`src/rtl/marcador_pkg.sv`:
```
// Shared constants for the score keeper: game state codes, win/lose codes,
// conversion FSM encoding and seven-segment glyphs.
package marcador_pkg;

  // Game FSM state codes driven on presente
  localparam logic [2:0] PRES_MENU      = 3'd0;
  localparam logic [2:0] PRES_SELECCION = 3'd1;
  localparam logic [2:0] PRES_JUEGO     = 3'd2;
  localparam logic [2:0] PRES_FIN       = 3'd3;

  // W_or_L codes
  localparam logic [1:0] WL_JUGANDO = 2'b00;
  localparam logic [1:0] WL_GANA    = 2'b01;
  localparam logic [1:0] WL_PIERDE  = 2'b10;

  // Conversion FSM encoding
  localparam logic [1:0] ST_IDLE  = 2'd0;
  localparam logic [1:0] ST_SHIFT = 2'd1;
  localparam logic [1:0] ST_LOAD  = 2'd2;

  // Widths of the binary score and its BCD image
  localparam int BIN_W  = 10;
  localparam int BCD_W  = 12;
  localparam int ITERS  = 10;

  // Glyphs, bit order {g,f,e,d,c,b,a}, active-low
  localparam logic [6:0] SEG_0   = 7'b1000000;
  localparam logic [6:0] SEG_1   = 7'b1111001;
  localparam logic [6:0] SEG_2   = 7'b0100100;
  localparam logic [6:0] SEG_3   = 7'b0110000;
  localparam logic [6:0] SEG_4   = 7'b0011001;
  localparam logic [6:0] SEG_5   = 7'b0010010;
  localparam logic [6:0] SEG_6   = 7'b0000010;
  localparam logic [6:0] SEG_7   = 7'b1111000;
  localparam logic [6:0] SEG_8   = 7'b0000000;
  localparam logic [6:0] SEG_9   = 7'b0010000;
  localparam logic [6:0] SEG_OFF = 7'h7F;

  // Nibble to glyph; a non-decimal nibble blanks the digit
  function automatic logic [6:0] bcd_a_seg(input logic [3:0] d);
    logic [6:0] s;
    case (d)
      4'd0:    s = SEG_0;
      4'd1:    s = SEG_1;
      4'd2:    s = SEG_2;
      4'd3:    s = SEG_3;
      4'd4:    s = SEG_4;
      4'd5:    s = SEG_5;
      4'd6:    s = SEG_6;
      4'd7:    s = SEG_7;
      4'd8:    s = SEG_8;
      4'd9:    s = SEG_9;
      default: s = SEG_OFF;
    endcase
    return s;
  endfunction

endpackage

```
`src/rtl/marcador_bcd_bin2bcd_seq.sv`:
```
// Sequential double-dabble: one adjust+shift iteration per clock.
// Handshake: start is accepted while !busy; busy stays high for the
// ITERS iterations; done is high during the final iteration cycle, so bcd
// holds the result from the following cycle until the next start.
module bin2bcd_seq
  import marcador_pkg::*;
(
  input  logic             clk,
  input  logic             rst_n,
  input  logic             start,
  input  logic [BIN_W-1:0] bin,
  output logic             busy,
  output logic             done,
  output logic [BCD_W-1:0] bcd
);

  // {bcd field, binary field} shifted together
  logic [BCD_W+BIN_W-1:0] sr;
  logic [BCD_W+BIN_W-1:0] sr_adj;
  logic [3:0]             iter;

  // Add 3 to every BCD nibble that is 5 or more before the shift
  always_comb begin
    sr_adj = sr;
    for (int i = 0; i < 3; i++) begin
      if (sr[BIN_W + 4*i +: 4] >= 4'd5) begin
        sr_adj[BIN_W + 4*i +: 4] = sr[BIN_W + 4*i +: 4] + 4'd3;
      end
    end
  end

  // Load on start, then iterate until the last bit has been shifted in
  always_ff @(posedge clk or negedge rst_n) begin
    if (!rst_n) begin
      sr   <= '0;
      iter <= 4'd0;
      busy <= 1'b0;
    end else if (start && !busy) begin
      sr   <= {{BCD_W{1'b0}}, bin};
      iter <= 4'd0;
      busy <= 1'b1;
    end else if (busy) begin
      sr   <= {sr_adj[BCD_W+BIN_W-2:0], 1'b0};
      iter <= iter + 4'd1;
      if (iter == 4'(ITERS - 1)) begin
        busy <= 1'b0;
      end
    end
  end

  assign done = busy && (iter == 4'(ITERS - 1));
  assign bcd  = sr[BCD_W+BIN_W-1:BIN_W];

endmodule

```
`src/rtl/marcador_bcd.sv`:
```
// Score keeper: accumulates bonus and win points during play, keeps the
// session high score, and refreshes a three-digit seven-segment image of
// the score through a sequential binary-to-BCD conversion.
module marcador_bcd
  import marcador_pkg::*;
#(
  parameter logic [9:0] BONO_PTS = 10'd5,
  parameter logic [9:0] WIN_PTS  = 10'd50,
  parameter logic [9:0] MAX_PTS  = 10'd999
) (
  input  logic        clk,
  input  logic        rst_n,
  input  logic [2:0]  presente,
  input  logic [1:0]  W_or_L,
  input  logic        bono_tomado,
  output logic [20:0] display_puntaje,
  output logic [9:0]  puntaje,
  output logic [9:0]  record,
  output logic        nuevo_record,
  output logic        busy
);

  logic        bono_s1, bono_s2, bono_s2_q;
  logic        bono_evt, win_evt;
  logic [1:0]  wl_q;
  logic [2:0]  pres_q;
  logic        entra_sel, entra_fin;
  logic [10:0] suma;
  logic [9:0]  puntaje_sig;

  // Conversion path
  logic [1:0]       estado;
  logic             pendiente;
  logic [9:0]       puntaje_q;
  logic             cambio;
  logic             conv_start, conv_busy, conv_done;
  logic [BCD_W-1:0] conv_bcd;

  // Bonus input crosses domains: two-flop synchronizer plus edge-detect flop
  always_ff @(posedge clk or negedge rst_n) begin
    if (!rst_n) begin
      bono_s1   <= 1'b0;
      bono_s2   <= 1'b0;
      bono_s2_q <= 1'b0;
    end else begin
      bono_s1   <= bono_tomado;
      bono_s2   <= bono_s1;
      bono_s2_q <= bono_s2;
    end
  end

  // Previous W_or_L and presente for edge/entry detection
  always_ff @(posedge clk or negedge rst_n) begin
    if (!rst_n) begin
      wl_q   <= WL_JUGANDO;
      pres_q <= PRES_MENU;
    end else begin
      wl_q   <= W_or_L;
      pres_q <= presente;
    end
  end

  assign bono_evt  = bono_s2 & ~bono_s2_q;
  assign win_evt   = (W_or_L == WL_GANA) && (wl_q != WL_GANA);
  assign entra_sel = (presente == PRES_SELECCION) && (pres_q != PRES_SELECCION);
  assign entra_fin = (presente == PRES_FIN) && (pres_q != PRES_FIN);

  // Next score in 11 bits so the saturation compare sees any overflow
  always_comb begin
    suma = {1'b0, puntaje}
         + (bono_evt ? {1'b0, BONO_PTS} : 11'd0)
         + (win_evt  ? {1'b0, WIN_PTS}  : 11'd0);
    puntaje_sig = (suma > {1'b0, MAX_PTS}) ? MAX_PTS : suma[9:0];
  end

  // Score: cleared on entry to selection, accumulates only during play
  always_ff @(posedge clk or negedge rst_n) begin
    if (!rst_n) begin
      puntaje <= 10'd0;
    end else if (entra_sel) begin
      puntaje <= 10'd0;
    end else if (presente == PRES_JUEGO) begin
      puntaje <= puntaje_sig;
    end
  end

  // High score captured on entry to the end screen; flag lives while there
  always_ff @(posedge clk or negedge rst_n) begin
    if (!rst_n) begin
      record       <= 10'd0;
      nuevo_record <= 1'b0;
    end else if (entra_fin) begin
      if (puntaje > record) begin
        record       <= puntaje;
        nuevo_record <= 1'b1;
      end
    end else if (presente != PRES_FIN) begin
      nuevo_record <= 1'b0;
    end
  end

  assign cambio     = (puntaje != puntaje_q);
  assign conv_start = (estado == ST_IDLE) && (cambio || pendiente) && !conv_busy;

  // Remember the last score seen to detect changes
  always_ff @(posedge clk or negedge rst_n) begin
    if (!rst_n) begin
      puntaje_q <= 10'd0;
    end else begin
      puntaje_q <= puntaje;
    end
  end

  // One pending refresh is enough: the restart always latches the newest score
  always_ff @(posedge clk or negedge rst_n) begin
    if (!rst_n) begin
      pendiente <= 1'b0;
    end else if (conv_start) begin
      pendiente <= 1'b0;
    end else if (cambio) begin
      pendiente <= 1'b1;
    end
  end

  // Conversion sequencer: IDLE -> SHIFT (core iterating) -> LOAD (register glyphs)
  always_ff @(posedge clk or negedge rst_n) begin
    if (!rst_n) begin
      estado          <= ST_IDLE;
      display_puntaje <= {SEG_0, SEG_0, SEG_0};
    end else begin
      case (estado)
        ST_IDLE: begin
          if (conv_start) estado <= ST_SHIFT;
        end
        ST_SHIFT: begin
          if (conv_done) estado <= ST_LOAD;
        end
        ST_LOAD: begin
          display_puntaje <= {bcd_a_seg(conv_bcd[11:8]),
                              bcd_a_seg(conv_bcd[7:4]),
                              bcd_a_seg(conv_bcd[3:0])};
          estado          <= ST_IDLE;
        end
        default: estado <= ST_IDLE;
      endcase
    end
  end

  assign busy = (estado != ST_IDLE);

  bin2bcd_seq u_bin2bcd (
    .clk   (clk),
    .rst_n (rst_n),
    .start (conv_start),
    .bin   (puntaje),
    .busy  (conv_busy),
    .done  (conv_done),
    .bcd   (conv_bcd)
  );

endmodule
```
`config.mk`:
```
export PLATFORM = sky130hd
export DESIGN_NAME = marcador_bcd
export DESIGN_NICKNAME = d
export VERILOG_FILES = /design/src/rtl/marcador_pkg.sv /design/src/rtl/marcador_bcd_bin2bcd_seq.sv /design/src/rtl/marcador_bcd.sv
export SDC_FILE = /design/constraint.sdc
export NUM_CORES = 1
export LEC_CHECK = 0
export BUFFER_PORTS_ARGS = -buffer_cell sky130_fd_sc_hd__buf_4
export CAP_MARGIN = 20
export CELL_PAD_IN_SITES_DETAIL_PLACEMENT = 0
export CELL_PAD_IN_SITES_GLOBAL_PLACEMENT = 1
export CORE_MARGIN = 2
export CORE_UTILIZATION = 30
export CTS_CLUSTER_DIAMETER = 80
export DETAILED_ROUTE_END_ITERATION = 12
export PLACE_DENSITY = 0.52
export SKIP_LAST_GASP = 1
export SYNTH_ARGS = -nofsm -noshare
export SYNTH_HDL_FRONTEND = slang
export SYNTH_SLANG_ARGS = --single-unit
```
`constraint.sdc`:
```
create_clock -name clk -period 7 [get_ports clk]
set_clock_uncertainty 0.1 [all_clocks]
set_input_delay 0.35 -clock clk [delete_from_list [all_inputs] [get_ports clk]]
set_output_delay 0.35 -clock clk [all_outputs]
set_load 0.01 [all_outputs]
```
==> qor.yml, run 1 <==
status:
  status: "finished, final reports clean"
global_routing:
  grt_pass1_wl_mm: 19.2
  overflow: 0
  antenna_found_initial: 0
  grt_max_degree: 72
  first_global_vias: 3849
  grt_use_total: 0.135
detailed_routing:
  drc: 0
  drt_iter0_drc: 142
  ant_nets: 0
  vias: 3851
  via_per_inst: 4.76
  first_pass_iters: 4
  wl_per_cell_um: 14.1
  drt-total-wl_mm: 11.4
setup_path:
  cp.arrival_ps: 3100
  worstPathCellList: "nand2b_1 > nand2_1 > inv_1 > fa_1 > nand4bb_1 > nor2_1 > mux2i_1 > o2111ai_1 > nand4_4 > and2_4 > o221ai_2"
  cp.required_ps: 7160
  critPathCaptureType: "flip-flop"
  r2r_cells: 11
  cp_slowest_stage_delay_ps: 490
  critPathKind: "reg -> reg"
  r2r_setup_slack_ps: 4060
  start_kind: "flip-flop"
  crit_fanout: 11
  r2r-start: "wl_q[1]$_DFF_PN0_"
  reg2reg_to: "puntaje[6]$_DFFE_PN0P_"
  cp_slowest_cell: "fa_1"
finish:
  layout-drive-gt1-share: 0.156
  n_antenna_cell: 0
  seqCellArea_sq_um: 2260
  nNetsFinal: 624
  fillers: 1730
  syn_to_final_growth_pct: 16.2
  multi_input_area_sq_um: 2490
floorplanning:
  start_util: 0.306
  dieArea_sq_um: 18000
  placementRows: 47
  fp.dieW_um: 134
  fp.dieH_um: 134
  io_pins: 51
  core-area_sq_um: 16600
timing:
  setup_viol: 0
  slew_violations: 0
  fin_crit_ps: 2940
  setup_ws_ps: 4060
  slew_headroom: 0.371
  fin_setup_tns_ps: 0
  hold_viol: 0
  grt_setup_unrepaired: "no"
  max_freq_mhz: 340
  finalCritPeriodShare: 0.420
  worst_pin_slew_ps: 943
hold_path:
  min_from: "W_or_L[0]"
  hold_depth: 1
  worstHoldEndpoint: "wl_q[0]$_DFF_PN0_"
  hp-class: "in -> reg"
logic_synthesis:
  synth_ff_type: "dfrtp_1"
  yosys_warnings: 0
  synth_edf_count: 0
  ys_seq_elements: 90
  synth.avg_cell_area_sq_um: 9.28
  synth_top_area_cell: "dfrtp_1"
  synth_most_common_cell: "nand2_1"
  syn_area_sq_um: 5080
  seq_area_frac_synth: 0.444
  synth_fp_nets: 586
  syn_inst: 547
  yosys-top-cells-area: "dfrtp_1, ha_1, o21ai_0"
  async_flop_share: 1.00
  synthTopCellsByCount: "nand2_1, dfrtp_1, o21ai_0, inv_1, ha_1"
  yosys.area.top_type_share: 0.429
  ys_types: 66
clock_network:
  cts_setup_buffers: 0
  clk_latency_ps: 350
  cts_buffers: 9
  cts_hold_buf: 2
  cts_resized: 0
  clock-sinks: 90
  root_buffer: "clkbuf_16"
  htreeDepth: 3
  clkSlewWorstSetupHoldPaths_ps: 70
  tritoncts: "done"
  cts_max_path_buffers: 2
pwr:
  power-per-cell-area_nw_per_um2: 360
  leakage_nw: 2.81
  vdd_ir_drop_max_mv: 0.130
job:
  maxCapViolCount: 0
placement:
  routabilityCongestion: 0.785
  dp_slack_ps: 3980
  portBuffers: 50
  dp_hpwl_mm: 7.92
-- registers in the layout (all words and copies together), names as in the netlist --
signal           flops
u_bin2bcd.sr        22
pres_q               3
nuevo_record         1
u_bin2bcd.iter       4
pendiente            1
bono_s2              1
puntaje             10
u_bin2bcd.busy       1
bono_s2_q            1
display_puntaje     21
wl_q                 2
estado               2
record              10
puntaje_q           10
bono_s1              1
-- routing by layer --
layer,global-route usage,vias to the layer above,wire length (um)
met5,0,-,0
met4,0.0439,0,159
met3,0.0291,14,355
met2,0.226,57,5450
met1,0.174,1812,5450
li1,-,1968,-
-- per-stage QoR --
stage                     std cells  hold slack (ps)  utilization  power (W)  instance area, sq um
after floorplan                 547            -45.6            -    0.00139                  5080
after global routing            809             7.38        0.356    0.00233                  5900
after global placement          791              146        0.335    0.00161                  5560
final                           809             23.6        0.356    0.00212                  5900
after CTS                       808             6.81        0.355    0.00217                  5890
after detailed placement        791              145        0.335    0.00162                  5560
-- final cells by class --
type	instances	area share
Clock inverter	6	0.0157
Timing Repair Buffer	57	0.0730
Clock buffer	9	0.0382
Multi-Input combinational cell	393	0.422
Sequential cell	90	0.382
Inverter	34	0.0216
Tap cell	220	0.0467
-- how the worst max path moves through the flow --
stage                     slack, ps                     end              start  cells past startpoint
after floorplan                4460  puntaje[6]$_DFFE_PN0P_  wl_q[1]$_DFF_PN0_                     12
after global placement         4010  puntaje[6]$_DFFE_PN0P_          W_or_L[0]                     12
after global routing           3740  puntaje[6]$_DFFE_PN0P_  wl_q[1]$_DFF_PN0_                     11
final                          4060  puntaje[6]$_DFFE_PN0P_  wl_q[1]$_DFF_PN0_                     11
after CTS                      4030  puntaje[4]$_DFFE_PN0P_  wl_q[1]$_DFF_PN0_                     11
after detailed placement       3980  puntaje[6]$_DFFE_PN0P_          W_or_L[1]                     12
-- cells by family (layout without fill, tap and decap cells) --
family / Yosys count / in the layout / share of synthesized area
muxes: 16 / 16 / 0.0325
buffers and inverters: 64 / 106 / 0.0650
AOI/OAI and AO/OA: 155 / 155 / 0.186
DFF: 90 / 90 / 0.444
xor gates and xnor gates: 19 / 19 / 0.0328
adders and majority gates: 31 / 31 / 0.0779
and+or+nand+nor: 172 / 172 / 0.162
-- worst max-delay path: cells and delay by family (launching register included) --
family                   cells  cell delay [ps]
buffers and inverters        1              180
flip-flops                   1              370
AO/OA/AOI/OAI                2              430
AND/OR/NAND/NOR              6             1170
multiplexers                 1               90
adder cells (fa/ha/maj)      1              490
-- cells in the final DEF (no fill, tap or decap), drive strengths merged, types with 4 or more instances in the layout --
master | Yosys | routed
a21o | 5 | 5
a21oi | 27 | 27
buf | 6 | 54
clkbuf | 24 | 10
dfrtp | 87 | 87
ha | 30 | 30
inv | 34 | 34
mux2 | 4 | 4
mux2i | 12 | 12
nand2 | 95 | 95
nand2b | 9 | 9
nand3 | 13 | 13
nor2 | 27 | 27
nor2b | 6 | 6
o211ai | 5 | 5
o21a | 4 | 4
o21ai | 77 | 77
o22ai | 5 | 5
o31ai | 7 | 7
xnor2 | 9 | 9
xor2 | 10 | 10
-- power by group --
part	internal (W)	leakage (nW)	switching [W]
registers	0.000643	1.12	0.000187
clock network	0.000312	0.148	0.000215
logic	0.000355	1.54	0.000412
total	0.00131	2.81	0.000814
Power figures use the tool's default switching activity.
==> inputs of run 2 (changes only) <==
Clock period 7 ns to 2.8 ns, I/O delays scaled along.
==> run 2 against run 1 <==
Effect of this change: first-iteration DRC count grew 28%; worst hold slack better by 230 ps; sequential share of layout area decreased by 1.2 points; global-route usage rose by 0.53 points; power grew to 2.5 times the previous value; flip-flop and latch count did not move; die area is the same; critical endpoint unchanged; combinational power rose to 2.7 times the previous value; register-to-register slack lost 3800 ps; setup slack got worse by 3900 ps; clock power grew 140%.
==> qor.yml, run 2 (synthesis results as in run 1) <==
status:
  status: "finished, final reports clean"
setup_path:
  r2r_cells: 11  # unchanged
  cp_slowest_cell: "dlygate4sd3_1"
  worstPathCellList: "dlygate4sd3_1 > buf_4 > nor2b_1 > nand2_1 > inv_2 > ha_4 > a211o_1 > nand3b_4 > a2111o_1 > o2111ai_2 > nand4_4 > and2_4 > o221ai_2"
  cp_num_buf_inv: 3  # +2
  critPathCaptureType: "flip-flop"
  cp.arrival_ps: 2830  # -270 ps
  cp_slowest_stage_delay_ps: 540  # +50 ps
  crit_fanout: 7  # -4
  cp.required_ps: 2960  # -4200 ps
  critPathTopFamily: "compound AO/OA/AOI/OAI gates"
  start_kind: "input port"
  critPathKind: "in -> reg"
  path_depth: 13  # +2
global_routing:
  grt_pass1_wl_mm: 20.0  # +4.5%
  overflow: 0  # unchanged
  first_global_vias: 3973  # +3.2%
  grt_max_degree: 63  # -13%
  antenna_found_initial: 0  # unchanged
  grt_use_total: 0.140  # +0.00531
finish:
  stdcell_count: 828  # +2.3%
  fillers: 1722  # -0.46%
  layout-drive-gt1-share: 0.189  # +0.0329
  n_antenna_cell: 0  # unchanged
  seqCellArea_sq_um: 2260  # unchanged
  post-route-util: 0.368  # +0.0120
  syn_to_final_growth_pct: 20.1
  multi_input_area_sq_um: 2540  # +1.8%
  final_cell_mix: "nand2_1, dfrtp_1, o21ai_0"
  largest-register: "u_bin2bcd.sr"
  reg_top3: "u_bin2bcd.sr (22), display_puntaje (21)"
  nNetsFinal: 643  # +3.0%
  largest_register_ffs: 22  # unchanged
  layout_commonest_cell: "nand2_1"
pwr:
  vdd_ir_drop_max_mv: 0.405  # +210%
  power_w: 0.00533  # +150%
  leakage_nw: 2.90  # +3.2%
  power-per-cell-area_nw_per_um2: 873  # +140%
floorplanning:
  core-area_sq_um: 16600  # unchanged
  fp.dieH_um: 134  # unchanged
  fp.dieW_um: 134  # unchanged
  io_pins: 51  # unchanged
  dieArea_sq_um: 18000  # unchanged
  start_util: 0.306  # unchanged
  placementRows: 47  # unchanged
timing:
  hold_viol: 0  # unchanged
  finalCritPeriodShare: 0.952
  slew_headroom: 0.442  # +0.0707
  fin_setup_tns_ps: 0  # unchanged
  worst_pin_slew_ps: 837  # -106 ps
  grt_setup_unrepaired: "no"
  slew_violations: 0  # unchanged
  fin_crit_ps: 2670
  max_freq_mhz: 375
  setup_viol: 0  # unchanged
placement:
  portBuffers: 50  # unchanged
  dp.cells: 806  # +1.9%
  dp_hpwl_mm: 8.39  # +6.0%
  routabilityCongestion: 0.799  # +1.7%
detailed_routing:
  first_pass_iters: 4  # unchanged
  via_per_inst: 4.77  # +0.17%
  vias: 3948  # +2.5%
  wl_per_cell_um: 14.5  # +2.7%
  ant_nets: 0  # unchanged
  drt-total-wl_mm: 12.0  # +5.1%
  drt_iter0_drc: 182  # +28%
  drc: 0  # unchanged
hold_path:
  hp-class: "reg -> reg"
  hold_depth: 0  # -1
clock_network:
  cts_setup_buffers: 0  # unchanged
  tritoncts: "done"
  htreeDepth: 3  # unchanged
  clk_latency_ps: 340  # about the same
  cts_buffers: 9  # unchanged
  clock-sinks: 90  # unchanged
  clkSlewWorstSetupHoldPaths_ps: 70  # about the same
  cts_max_path_buffers: 2  # unchanged
  root_buffer: "clkbuf_16"
job:
  maxCapViolCount: 0  # unchanged
run 2: through the flow:
| step | worst slack [ps] | hold slack, ps | instance area [sq um] |
|---|---|---|---|
| 6_report | 135 | 256 | 6100 |
| 4_1_cts | 84.2 | 262 | 6050 |
| 3_3_place_gp | 212 | 151 | 5680 |
| 5_1_grt | 51.2 | 279 | 6100 |
| 2_1_floorplan | 263 | -256 | 5080 |
| 3_5_place_dp | 152 | 151 | 5680 |
run 2: layout make-up:
cell class | instances | area share
Multi-Input combinational cell | 393 | 0.416
Sequential cell | 90 | 0.370
Timing Repair Buffer | 76 | 0.0985
Tap cell | 220 | 0.0451
Clock buffer | 10 | 0.0392
Inverter | 34 | 0.0209
Clock inverter | 5 | 0.0103
run 2: what timing repair did:
item                                    in CTS  in global routing
hold buffers                                 7                  0
hold endpoints to repair                    64                  0
endpoints found under the setup margin       0                  7
resized for setup                            0                  9
run 2: worst paths after layout:
| check | slack [ps] | endpoint | start |
|---|---|---|---|
| max | 130 | puntaje[6]$_DFFE_PN0P_ | W_or_L[0] |
| min | 260 | bono_s2$_DFF_PN0_ | bono_s1$_DFF_PN0_ |
| max reg2reg | 220 | puntaje[6]$_DFFE_PN0P_ | wl_q[1]$_DFF_PN0_ |
| min reg2reg | 260 | bono_s2$_DFF_PN0_ | bono_s1$_DFF_PN0_ |
| max in group asynchronous | 1580 | puntaje[1]$_DFFE_PN0P_ | rst_n |
| min in group asynchronous | 350 | u_bin2bcd.sr[17]$_DFFE_PN0P_ | rst_n |
run 2: power by group:
group	leakage (nW)	switching (W)	internal (W)
Clock	0.141	0.000539	0.000717
Combinational	1.64	0.00112	0.000935
Sequential	1.12	0.000410	0.00161
run 2: metal layers:
metal  vias up  GRT usage  share of wire
met5         -          0              0
met4         0     0.0480          0.012
met3        11     0.0272          0.033
met2        65      0.238           0.48
met1      1867      0.179           0.47
li1       2005          -              -
==> inputs of run 3 (changes only) <==
Settings changed: ABC_AREA set to 1, PLACE_DENSITY 0.52 to 0.53.
==> run 3 against run 2 <==
Effect of this change: design area down 5.1%; clock power down 8%; largest power group unchanged; synthesized cell count down 1.1%; sequential share of layout area up 2.0 points; highest routed layer unchanged; setup slack better by 220 ps.
==> qor.yml, run 3 <==
logic_synthesis:
  synthSimpleGateAreaFrac: 0.211  # +0.0494
  synth_ff_type: "dfrtp_1"
  yosys-top-cells-area: "dfrtp_1, nand2_1, ha_1"
  synthTopCellsByCount: "nand2_1, dfrtp_1, inv_1, nor2_1, o21ai_0"
  async_flop_share: 1.00  # unchanged
  muxShareOfSynthArea: 0  # -0.0325
  synth_fa_ha_area_frac: 0.0830  # +0.00520
  seq_area_frac_synth: 0.474  # +0.0297
  synth-xor-area-share: 0.0147  # -0.0180
  syn_inst: 541  # -1.1%
  synth_edf_count: 0  # unchanged
  synth_fp_nets: 580  # -1.0%
  synth_most_common_cell: "nand2_1"
  synth_top_area_cell: "dfrtp_1"
  yosys_warnings: 0  # unchanged
  yosys.area.top_type_share: 0.457  # +0.0286
  syn_area_sq_um: 4760  # -6.3%
  synth.avg_cell_area_sq_um: 8.80  # -5.2%
  synth_compound_area_frac: 0.144  # -0.0420
  ys_types: 43  # -35%
  synth_top_family_by_area: "simple AND/OR/NAND/NOR gates"
  ys_seq_elements: 90  # unchanged
clock_network:
  cts_buffers: 9  # unchanged
  clkSlewWorstSetupHoldPaths_ps: 70  # about the same
  cts_resized: 0  # unchanged
  cts_max_path_buffers: 2  # unchanged
  clk_latency_ps: 350  # about the same
  cts_setup_buffers: 0  # unchanged
  clock-sinks: 90  # unchanged
  tritoncts: "done"
  htreeDepth: 3  # unchanged
  root_buffer: "clkbuf_16"
  cts_hold_buf: 7  # unchanged
finish:
  reg_top3: "u_bin2bcd.sr (22), display_puntaje (21)"
  largest_register_ffs: 22  # unchanged
  largest-register: "u_bin2bcd.sr"
  postLayoutCellArea_sq_um: 5790  # -5.1%
  layout_commonest_cell: "nand2_1"
  stdcell_count: 831  # +0.36%
  layout-drive-gt1-share: 0.203  # +0.0141
  n_antenna_cell: 0  # unchanged
  fillers: 1679  # -2.5%
  syn_to_final_growth_pct: 21.5
  final_cell_mix: "nand2_1, dfrtp_1, buf_4"
  nNetsFinal: 649  # +0.93%
placement:
  portBuffers: 50  # unchanged
  dp.cells: 808  # +0.25%
  dp_hpwl_mm: 8.65  # +3.1%
  place_area_sq_um: 5440  # -4.3%
  dp_slack_ps: 417  # +265 ps
  routabilityCongestion: 0.779  # -2.5%
setup_path:
  cp.required_ps: 2930  # -30 ps
  r2r_cells: 17  # +6
  r2r-start: "wl_q[1]$_DFF_PN0_"
  crit_fanout: 7  # unchanged
  start_kind: "input port"
  cp.arrival_ps: 2580  # -250 ps
  critPathCaptureType: "flip-flop"
  critPathKind: "in -> reg"
  reg2reg_to: "puntaje[3]$_DFFE_PN0P_"
  r2r_setup_slack_ps: 460  # +240 ps
timing:
  fin_crit_ps: 2450  # -219 ps
  slew_headroom: 0.518  # +0.0761
  hold_viol: 0  # unchanged
  setup_viol: 0  # unchanged
  fin_setup_tns_ps: 0  # unchanged
  worst_pin_slew_ps: 720  # -117 ps
  max_freq_mhz: 409  # +9.0%
  grt_setup_unrepaired: "no"
  finalCritPeriodShare: 0.874  # -0.0783
  holdWs_ps: 237  # -18.7 ps
  setup_ws_ps: 354  # +219 ps
  slew_violations: 0  # unchanged
job:
  maxCapViolCount: 0  # unchanged
global_routing:
  grt_use_total: 0.150  # +0.00950
  grt_pass1_wl_mm: 19.5  # -2.5%
  first_global_vias: 3781  # -4.8%
  overflow: 0  # unchanged
  grt_max_degree: 44  # -30%
  antenna_found_initial: 0  # unchanged
status:
  status: "finished, final reports clean"
pwr:
  leakage_nw: 2.87  # -1.0%
  power-per-cell-area_nw_per_um2: 1000  # +14%
  vdd_ir_drop_max_mv: 0.334  # -18%
floorplanning:
  fp.dieH_um: 130  # -3.1%
  fp.dieW_um: 130  # -3.1%
  start_util: 0.303  # -0.00325
  placementRows: 46  # -2.1%
  dieArea_sq_um: 16900  # -6.1%
  io_pins: 51  # unchanged
  core-area_sq_um: 15700  # -5.3%
detailed_routing:
  drt-total-wl_mm: 11.7  # -2.9%
  drt_iter0_drc: 146  # -20%
  first_pass_iters: 4  # unchanged
  wl_per_cell_um: 14.0  # -3.2%
  drc: 0  # unchanged
  via_per_inst: 4.55  # -4.6%
  vias: 3781  # -4.2%
  ant_nets: 0  # unchanged
hold_path:
  hp-class: "in -> async"
[run 3: cell count changes after synthesis, moves of 10 or more]
cell / delta
o21ai_0: -40
nand2_2: +10
nand2_1: +13
mux2i_1: -12
inv_1: +28
nor2_1: +28
clkbuf_1: -11
nand3_1: +18
[run 3: worst max path at each step]
stage,start,to,cells past startpoint,slack [ps]
detailed placement,puntaje[0]$_DFFE_PN0P_,puntaje[8]$_DFFE_PN0P_,14,420
global route,W_or_L[1],puntaje[1]$_DFFE_PN0P_,19,110
CTS,W_or_L[1],puntaje[3]$_DFFE_PN0P_,18,330
floorplan,puntaje[0]$_DFFE_PN0P_,puntaje[4]$_DFFE_PN0P_,14,670
global placement,puntaje[0]$_DFFE_PN0P_,puntaje[8]$_DFFE_PN0P_,14,400
finish,W_or_L[1],puntaje[3]$_DFFE_PN0P_,18,350
[run 3: layer usage]
metal	track usage	vias to the layer above	wire length [um]
met4	0.0614	0	209
li1	-	1927	-
met5	0	-	0
met3	0.0283	13	366
met2	0.256	56	5700
met1	0.186	1785	5380
[run 3: cell families (layout without fill, tap and decap cells)]
logic type,Yosys count,in the layout
simple gates,223,223
compound gates,103,103
flops,90,90
buf+inv,86,160
fa+ha+maj,31,31
xor+xnor,8,8
[run 3: power breakdown]
group / internal [W] / switching [W] / total, W
clock: 0.000626 / 0.000538 / 0.00116
sequential: 0.00175 / 0.000362 / 0.00211
combinational: 0.00110 / 0.00142 / 0.00251
[run 3: per-stage QoR]
step	total power (W)	utilization
after global placement	0.00467	0.346
after floorplan	0.00380	-
final	0.00578	0.368
after global routing	0.00631	0.368
after CTS	0.00588	0.368
after detailed placement	0.00468	0.346
[run 3: worst max-delay path, stage by stage]
cell and delay [ps]:
dlygate4sd3_1 530, buf_4 140, nor2_4 140, nand2_2 90
inv_1 130, ha_1 250, nand3_1 110, nand3_1 110
nand3_1 120, nand2_1 90, nand2_2 80, nand2_1 70
nor2_1 90, nand2_1 70, nor2_2 90, nand3_2 150
nand2_1 120, o21ai_1 60
[run 3: layout make-up]
class | count | area, sq um | area share
multi-input cells | 365 | 2160 | 0.373
clock inverters | 6 | 41.3 | 0.00714
flip-flops and latches | 90 | 2260 | 0.390
inverters | 74 | 280 | 0.0484
clock buffers | 10 | 239 | 0.0413
well taps | 216 | 270 | 0.0467
repair buffers | 70 | 543 | 0.0939
